===== src/rtl/red_pitaya_dac_pkg.sv =====
// ---------------------------------------------------------------------------
// red_pitaya_dac_pkg
// Shared definitions for the Red Pitaya DAC DDR transmit path:
//   - dac_mode_e : source select encoding (STREAM / RAMP / TOGGLE / MIDSCALE)
//   - CNT_W      : width of the saturating underflow counter
//   - pattern helpers returning 16-bit words whose low w bits hold the
//     1010..., 0101... and mid-scale values for a w-bit sample
// ---------------------------------------------------------------------------
package red_pitaya_dac_pkg;

  typedef enum logic [1:0] {
    MODE_STREAM   = 2'd0,
    MODE_RAMP     = 2'd1,
    MODE_TOGGLE   = 2'd2,
    MODE_MIDSCALE = 2'd3
  } dac_mode_e;

  localparam int CNT_W = 16;

  // 1010... pattern: every odd bit below w is set (0x2AAA for w = 14).
  function automatic logic [15:0] toggle_hi_pattern(input int w);
    logic [15:0] r;
    r = '0;
    for (int b = 0; b < 16; b++) begin
      if ((b < w) && ((b % 2) == 1)) r[b] = 1'b1;
    end
    return r;
  endfunction

  // 0101... pattern: every even bit below w is set (0x1555 for w = 14).
  function automatic logic [15:0] toggle_lo_pattern(input int w);
    logic [15:0] r;
    r = '0;
    for (int b = 0; b < 16; b++) begin
      if ((b < w) && ((b % 2) == 0)) r[b] = 1'b1;
    end
    return r;
  endfunction

  // Mid-scale code 1 << (w-1) (0x2000 for w = 14).
  function automatic logic [15:0] midscale_pattern(input int w);
    logic [15:0] r;
    r = '0;
    r[w-1] = 1'b1;
    return r;
  endfunction

endpackage


===== src/rtl/dac_pattern_gen.sv =====
// ---------------------------------------------------------------------------
// dac_pattern_gen
// Built-in test pattern source for the DAC transmit path.
//   aclk     : clock
//   areset   : synchronous, active-high reset
//   cfg_mode : source select (dac_mode_e encoding)
//   pat_0    : ch0 pattern sample for the next S1 load
//   pat_1    : ch1 pattern sample for the next S1 load
// The ramp counter and toggle phase are held at zero whenever their mode is
// not selected, so entering RAMP always starts at 0 and entering TOGGLE
// always starts with the 1010... value on the very first load.
// ---------------------------------------------------------------------------
module dac_pattern_gen
  import red_pitaya_dac_pkg::*;
#(
  parameter int W = 14
) (
  input  logic         aclk,
  input  logic         areset,
  input  logic [1:0]   cfg_mode,
  output logic [W-1:0] pat_0,
  output logic [W-1:0] pat_1
);

  localparam logic [15:0]  TOG_HI_F = toggle_hi_pattern(W);
  localparam logic [15:0]  TOG_LO_F = toggle_lo_pattern(W);
  localparam logic [15:0]  MID_F    = midscale_pattern(W);
  localparam logic [W-1:0] TOG_HI   = TOG_HI_F[W-1:0];
  localparam logic [W-1:0] TOG_LO   = TOG_LO_F[W-1:0];
  localparam logic [W-1:0] MID      = MID_F[W-1:0];

  dac_mode_e    mode;
  logic [W-1:0] ramp_q, ramp_d;
  logic         phase_q, phase_d;

  assign mode = dac_mode_e'(cfg_mode);

  // NOTE: every signal assigned in an always_comb gets a default first so no
  // path leaves it unassigned, which would otherwise infer a latch.
  always_comb begin
    ramp_d  = '0;
    phase_d = 1'b0;
    if (mode == MODE_RAMP)   ramp_d  = ramp_q + 1'b1;  // wraps 2^W-1 -> 0
    if (mode == MODE_TOGGLE) phase_d = ~phase_q;
  end

  // NOTE: state registers use non-blocking assignments so every flop samples
  // pre-edge values regardless of process ordering.
  always_ff @(posedge aclk) begin
    if (areset) begin
      ramp_q  <= '0;
      phase_q <= 1'b0;
    end else begin
      ramp_q  <= ramp_d;
      phase_q <= phase_d;
    end
  end

  always_comb begin
    pat_0 = MID;
    pat_1 = MID;
    unique case (mode)
      MODE_RAMP: begin
        pat_0 = ramp_q;
        pat_1 = ~ramp_q;
      end
      MODE_TOGGLE: begin
        pat_0 = phase_q ? TOG_LO : TOG_HI;
        pat_1 = phase_q ? TOG_HI : TOG_LO;
      end
      default: ;  // STREAM ignores the pattern, MIDSCALE uses the default
    endcase
  end

endmodule


===== src/rtl/axis_red_pitaya_dac_ddr.sv =====
// ---------------------------------------------------------------------------
// axis_red_pitaya_dac_ddr
// Two-channel DAC transmit path: AXI4-Stream slave or built-in pattern
// source, split into even/odd halves and driven as DDR buses.
//   aclk, areset     : clock, synchronous active-high reset
//   cfg_mode         : 0 STREAM, 1 RAMP, 2 TOGGLE, 3 MIDSCALE
//   cnt_clear        : one-cycle pulse clearing underflow_count (wins over
//                      a coincident underflow)
//   s_axis_*         : stream slave; ch0 = tdata[W-1:0], ch1 = tdata[16+:W]
//   dac_dat_out_0/1  : DDR pins; even sample bits while aclk is high,
//                      odd sample bits while aclk is low
//   underflow_count  : saturating count of STREAM cycles without a beat
// Pipeline: S1 smp (beat/pattern) -> S2 rise/fall -> output DDR register.
// Sample width W = 2*DDR_DATA_WIDTH must not exceed 16.
// ---------------------------------------------------------------------------
module axis_red_pitaya_dac_ddr
  import red_pitaya_dac_pkg::*;
#(
  parameter int DDR_DATA_WIDTH = 7
) (
  input  logic                      aclk,
  input  logic                      areset,
  input  logic [1:0]                cfg_mode,
  input  logic                      cnt_clear,
  input  logic [31:0]               s_axis_tdata,
  input  logic                      s_axis_tvalid,
  output logic                      s_axis_tready,
  output logic [DDR_DATA_WIDTH-1:0] dac_dat_out_0,
  output logic [DDR_DATA_WIDTH-1:0] dac_dat_out_1,
  output logic [CNT_W-1:0]          underflow_count
);

  localparam int DW = DDR_DATA_WIDTH;
  localparam int W  = 2 * DDR_DATA_WIDTH;

  dac_mode_e             mode;
  logic                  beat;
  logic [W-1:0]          pat_0, pat_1;
  logic [1:0][W-1:0]     smp_q, smp_d;
  logic [1:0][DW-1:0]    rise_q, rise_d, fall_q, fall_d;
  logic [CNT_W-1:0]      cnt_q, cnt_d;
  logic [1:0][DW-1:0]    pin;

  assign mode          = dac_mode_e'(cfg_mode);
  assign s_axis_tready = (mode == MODE_STREAM) && !areset;
  assign beat          = s_axis_tvalid && s_axis_tready;

  if (W < 16) begin : g_tdata_unused
    logic tdata_unused;
    assign tdata_unused = ^{s_axis_tdata[31:16+W], s_axis_tdata[15:W]};
  end

  dac_pattern_gen #(.W(W)) u_pattern (
    .aclk     (aclk),
    .areset   (areset),
    .cfg_mode (cfg_mode),
    .pat_0    (pat_0),
    .pat_1    (pat_1)
  );

  // S1 source select and underflow accounting.
  always_comb begin
    smp_d = smp_q;
    cnt_d = cnt_q;
    if (mode == MODE_STREAM) begin
      if (beat) begin
        smp_d[0] = s_axis_tdata[W-1:0];
        smp_d[1] = s_axis_tdata[16 +: W];
      end else if (cnt_q != '1) begin
        cnt_d = cnt_q + 1'b1;
      end
    end else begin
      smp_d[0] = pat_0;
      smp_d[1] = pat_1;
    end
    if (cnt_clear) cnt_d = '0;
  end

  // S2 even/odd split.
  always_comb begin
    rise_d = '0;
    fall_d = '0;
    for (int i = 0; i < 2; i++) begin
      for (int j = 0; j < DW; j++) begin
        rise_d[i][j] = smp_q[i][2*j];
        fall_d[i][j] = smp_q[i][2*j+1];
      end
    end
  end

  // NOTE: the sample registers are datapath, but the reset clears them too so
  // the DAC never replays a stale sample after reset is released.
  always_ff @(posedge aclk) begin
    if (areset) begin
      smp_q  <= '0;
      rise_q <= '0;
      fall_q <= '0;
      cnt_q  <= '0;
    end else begin
      smp_q  <= smp_d;
      rise_q <= rise_d;
      fall_q <= fall_d;
      cnt_q  <= cnt_d;
    end
  end

  assign underflow_count = cnt_q;

  // Behavioural equivalent of an ODDR in SAME_EDGE / SYNC mode with CE = 1,
  // S = 0: both halves are captured on the rising edge, Q1 drives the high
  // phase and Q2 the low phase.
  for (genvar i = 0; i < 2; i++) begin : g_ch
    for (genvar j = 0; j < DW; j++) begin : g_oddr
      logic q1_q, q2_q;
      always_ff @(posedge aclk) begin
        if (areset) begin
          q1_q <= 1'b0;
          q2_q <= 1'b0;
        end else begin
          q1_q <= rise_q[i][j];
          q2_q <= fall_q[i][j];
        end
      end
      assign pin[i][j] = aclk ? q1_q : q2_q;
    end
  end

  assign dac_dat_out_0 = pin[0];
  assign dac_dat_out_1 = pin[1];

endmodule


===== config.mk =====
export PLATFORM = sky130hd
export DESIGN_NAME = axis_red_pitaya_dac_ddr
export DESIGN_NICKNAME = d
export VERILOG_FILES = /design/src/rtl/red_pitaya_dac_pkg.sv /design/src/rtl/dac_pattern_gen.sv /design/src/rtl/axis_red_pitaya_dac_ddr.sv
export SDC_FILE = /design/constraint.sdc
export NUM_CORES = 1
export LEC_CHECK = 0
export ABC_AREA = 1
export BUFFER_PORTS_ARGS = -buffer_cell sky130_fd_sc_hd__buf_2
export CORE_ASPECT_RATIO = 0.7
export CORE_MARGIN = 2
export CORE_UTILIZATION = 33
export CTS_CLUSTER_SIZE = 40
export DETAILED_ROUTE_END_ITERATION = 6
export GPL_TIMING_DRIVEN = 0
export PLACE_DENSITY = 0.48
export SYNTH_ARGS = -nofsm -noshare
export SYNTH_HDL_FRONTEND = slang
export SYNTH_HIERARCHICAL = 1
export SYNTH_SLANG_ARGS = --single-unit

===== constraint.sdc =====
create_clock -name aclk -period 2.1 [get_ports aclk]
set_input_delay 0.21 -clock aclk [delete_from_list [all_inputs] [get_ports aclk]]
set_output_delay 0.21 -clock aclk [all_outputs]
set_load 0.005 [all_outputs]

# Yosys cells after proc, flatten, opt, wreduce, memory -nomap -nowiden

Cells that the tools add are included.

Memory bits (read-only): 0
Bits of input ports: 38
Output and inout bits: 31
Flip-flop bits (word level): 115
Bits in latches: 0
Bits in writable memories: 0
Memories kept: 0

Reduce and logical (&&, ||, !) cells: 8
$lt $le $gt $ge: 0
$mul: 0
Shift-type cells: 0
Divide/modulo/power cells: 0
Eq/ne operators: 4
$add $sub $neg: 2
Bitwise logic cells: 5
Multiplexer cells: 20

Operators with widths:

| operator                                                        | count |
|---|---|
| 28-bit 2-to-1 mux                                               | 2 |
| 14-bit case mux with 2 select lines                             | 2 |
| 14-bit 2-to-1 mux                                               | 2 |
| 16-bit by 1-bit adder with 16-bit output, second input constant | 1 |
| 16-bit inequality test, second input constant                   | 1 |
| 14-bit by 1-bit adder with 14-bit output, second input constant | 1 |
| 1-bit 2-to-1 mux                                                | 14 |
| 14-bit NOT                                                      | 1 |
| 2-bit OR reduction                                              | 3 |
| 1-bit NOT                                                       | 4 |
| 3-bit AND reduction                                             | 1 |
| 2-bit by 1-bit == test with 1-bit output, second input constant | 1 |
| 2-bit == test, second input constant                            | 1 |
| 1-bit logical AND                                               | 2 |
| 2-bit zero test                                                 | 1 |
| 2-bit inequality test, second input constant                    | 1 |
| 1-bit zero test                                                 | 1 |

# Depth between registers and ports, before layout

Depth after elaboration: 5
Mapped depth: 9
Depth with buffers taken out: 9

# Modules after synthesis

The synthesis kept the hierarchy.

By module, submodules not included:

| module                  | cells each | area an instance (um^2) | seq. area each (um^2) | times used |
|---|---|---|---|---|
| axis_red_pitaya_dac_ddr | 506        | 3902.5                  | 2001.9                | 1 |
| dac_pattern_gen         | 173        | 1039.7                  | 300.3                 | 1 |

==> results.yml <==
outcome:
  status: "finished, final reports clean"
worst_setup_path:
  cp_data_required_time_ns: 1.89
  r2r_slack_ns: 0.42
  crit_type: "clk2out"
  cp-end-kind: "output port"
  crit_fanout: 6
  arrival_ns: 1.76
  worst_setup_path_start_kind: "clock port"
sta:
  finalHoldViolCount: 0
  setup_viol: 0
  drv_slew: 0
  worst_pin_slew_ns: 0.5223
  rsz0062_at_grt: "false"
  tns_ns: 0
  timing.slew.headroom_pct: 65.18
  fin_worst_skew_ns: 0.005934
yosys:
  avgSynthCellArea_um2: 7.279
  yosysSeqAreaShare_pct: 46.58
  ys_ff_latch: 115
  postSynthCellCount: 679
  syn-cell-area_um2: 4942
  yosysUniqueCellTypes: 29
  ys_warn_count: 6
  synth_top_area_share_pct: 46.58
  synthesis.nets: 721
  yosysTopAreaCell: "dfxtp_1"
  synth_area_leaders: "dfxtp_1, nand2_1, nor2_1"
cells_and_area:
  diodes: 0
  syn2layout_area_growth_pct: 33.95
  post-route-cell-area_um2: 6620
  fillers: 1460
  drive_gt1_share_pct: 19.95
  nets: 839
routing:
  wirelength_mm: 13.41
  via_per_inst: 4.608
  wl_per_cell_um: 13.32
  ant_nets: 0
  drc: 0
  route.vias.total: 4640
  drtPass1Iterations: 5
  dr.first_iter.drc_count: 288
grt:
  grt_max_degree: 17
  antenna_found_initial: 0
  overflow: 0
  track_usage_pct: 18.26
  grt_pass1_wl_mm: 21.92
  grt_pass1_vias: 4563
floorplan:
  start_util_pct: 33.68
  die_h_um: 106.4
  core-area_um2: 14680
  dieArea_um2: 15990
  io-pin-count: 69
  rows: 37
  die-width_um: 150.3
pwr:
  power_density_nw_per_um2: 1027
  max-vdd-ir-drop_v: 0.0007488
  leakage_nw: 2.693
hold_path:
  hold_class: "in2reg"
place:
  io_buffers: 64
  gp_congestion: 0.8857
  hpwl_mm: 9.563
  place_area_um2: 5507
clock_network:
  cts_tree: "built"
  clkSlewWorstSetupHoldPaths_ns: 0.06
  clkLatencyLatePin_ns: 0.52
flow_run:
  maxCapViolCount: 0
==> final timing paths <==
path,from,to,depth (start not counted)
max,aclk,dac_dat_out_0[2],4
min,areset,u_pattern/ramp_q[0]$_SDFF_PP0_,2
max reg2reg,underflow_count[0]$_SDFFE_PP0P_,underflow_count[15]$_SDFFE_PP0P_,7
min reg2reg,rise_q[12]$_SDFF_PP0_,g_ch[1].g_oddr[5].q1_q$_SDFF_PP0_,2
==> layout make-up <==
| class | instances | area [um2] | area share (%) |
|---|---|---|---|
| flip-flops and latches | 115 | 2302 | 34.78 |
| multi-input cells | 438 | 2136 | 32.26 |
| clock buffers | 38 | 641.9 | 9.696 |
| repair buffers | 79 | 540.5 | 8.165 |
| inverters | 95 | 356.6 | 5.387 |
| clock inverters | 17 | 252.7 | 3.818 |
| well taps | 195 | 244.0 | 3.686 |
| plain buffers | 30 | 146.4 | 2.211 |
==> state kept, by name (all words and copies together) (netlist names) <==
register / cells
underflow_count: 16
fall_d: 14
fall_q: 14
g_ch.g_oddr.q1_q: 14
g_ch.g_oddr.q2_q: 14
rise_d: 14
rise_q: 14
u_pattern/ramp_q: 14
u_pattern/phase_q: 1
==> worst max-delay path, cell delays in order <==
cell and delay, ns:
clkbuf_16 0.15, clkbuf_16 0.16, mux2_4 0.29, buf_6 0.11
==> cell usage after synthesis <==
library cell	n
a21oi_1	44
a31oi_1	28
buf_1	4
buf_2	16
buf_6	2
clkbuf_1	9
dfxtp_1	115
ha_1	4
inv_1	91
inv_2	4
mux2_2	14
nand2_1	141
nand2_2	7
nand3_1	22
nand3_2	1
nand4_1	8
nand4_4	1
nor2_1	111
nor2_2	5
nor2_4	6
nor3_1	1
o211ai_1	1
o21a_1	3
o21ai_0	28
o21ai_1	9
o21ai_2	1
o21bai_1	1
or2_1	1
or2_2	1
==> metal layers <==
layer	share of wire [%]	up-vias	global-route usage, %	wire, um
met5	0	-	0	0
met4	2.1	0	10.24	281
met3	6.1	27	7.725	815
met2	41	129	25.55	5553
met1	50	2090	23.43	6759
li1	-	2394	-	-
==> layout by cell type (no fill, tap or decap), types with 2 or more instances in the layout <==
cell type	instances
a21oi_1	44
a31oi_1	28
buf_1	4
buf_2	78
buf_4	2
buf_6	3
bufinv_16	5
clkbuf_1	9
clkbuf_16	22
clkinv_4	2
dfxtp_1	115
dlygate4sd3_1	29
ha_1	4
inv_1	91
inv_2	4
inv_6	7
mux2_2	13
nand2_1	141
nand2_2	7
nand3_1	22
nand4_1	8
nor2_1	111
nor2_2	5
nor2_4	6
o21a_1	3
o21ai_0	28
o21ai_1	9
==> cells by family (layout without fill, tap and decap cells) <==
family	count (synthesis)	after routing	share of synthesized area (%)
AOI/OAI and AO/OA	115	115	12.68
adders and majority gates	4	4	1.013
buffers and inverters	126	259	10.28
DFF	115	115	46.58
muxes	14	14	3.190
and+or+nand+nor	305	305	26.25
==> where the power goes <==
group / internal, W / switching, W / total, W
Clock: 0.00273 / 0.00140 / 0.00413
Combinational: 0.000150 / 0.000219 / 0.000369
Sequential: 0.00226 / 0.0000329 / 0.00230
Total: 0.00514 / 0.00166 / 0.00680
==> per-stage QoR <==
| stage | hold WS [ns] | setup WS [ns] | std cells | utilization (%) | power (W) |
|---|---|---|---|---|---|
| 2_1_floorplan | 0.2824 | 0.3954 | 679 | - | 0.002723 |
| 3_3_place_gp | 0.3945 | 0.2939 | 938 | 37.52 | 0.002860 |
| 3_5_place_dp | 0.3951 | 0.2939 | 938 | 37.52 | 0.002863 |
| 4_1_cts | 0.0005273 | -0.1350 | 1008 | 45.32 | 0.007066 |
| 5_1_grt | 0.03937 | 0.1043 | 1007 | 45.11 | 0.007103 |
| 6_report | 0.04232 | 0.1261 | 1007 | 45.11 | 0.006799 |
==> timing repair <==
| action | CTS | global route |
|---|---|---|
| setup endpoints to repair | 14 | 10 |
| setup buffers | 2 | 0 |
| hold endpoints to repair | 29 | 1 |
| hold buffers | 28 | 1 |
| gates cloned | 0 | 0 |
| resized for setup | 5 | 0 |
(Power assumes the default switching activity.)
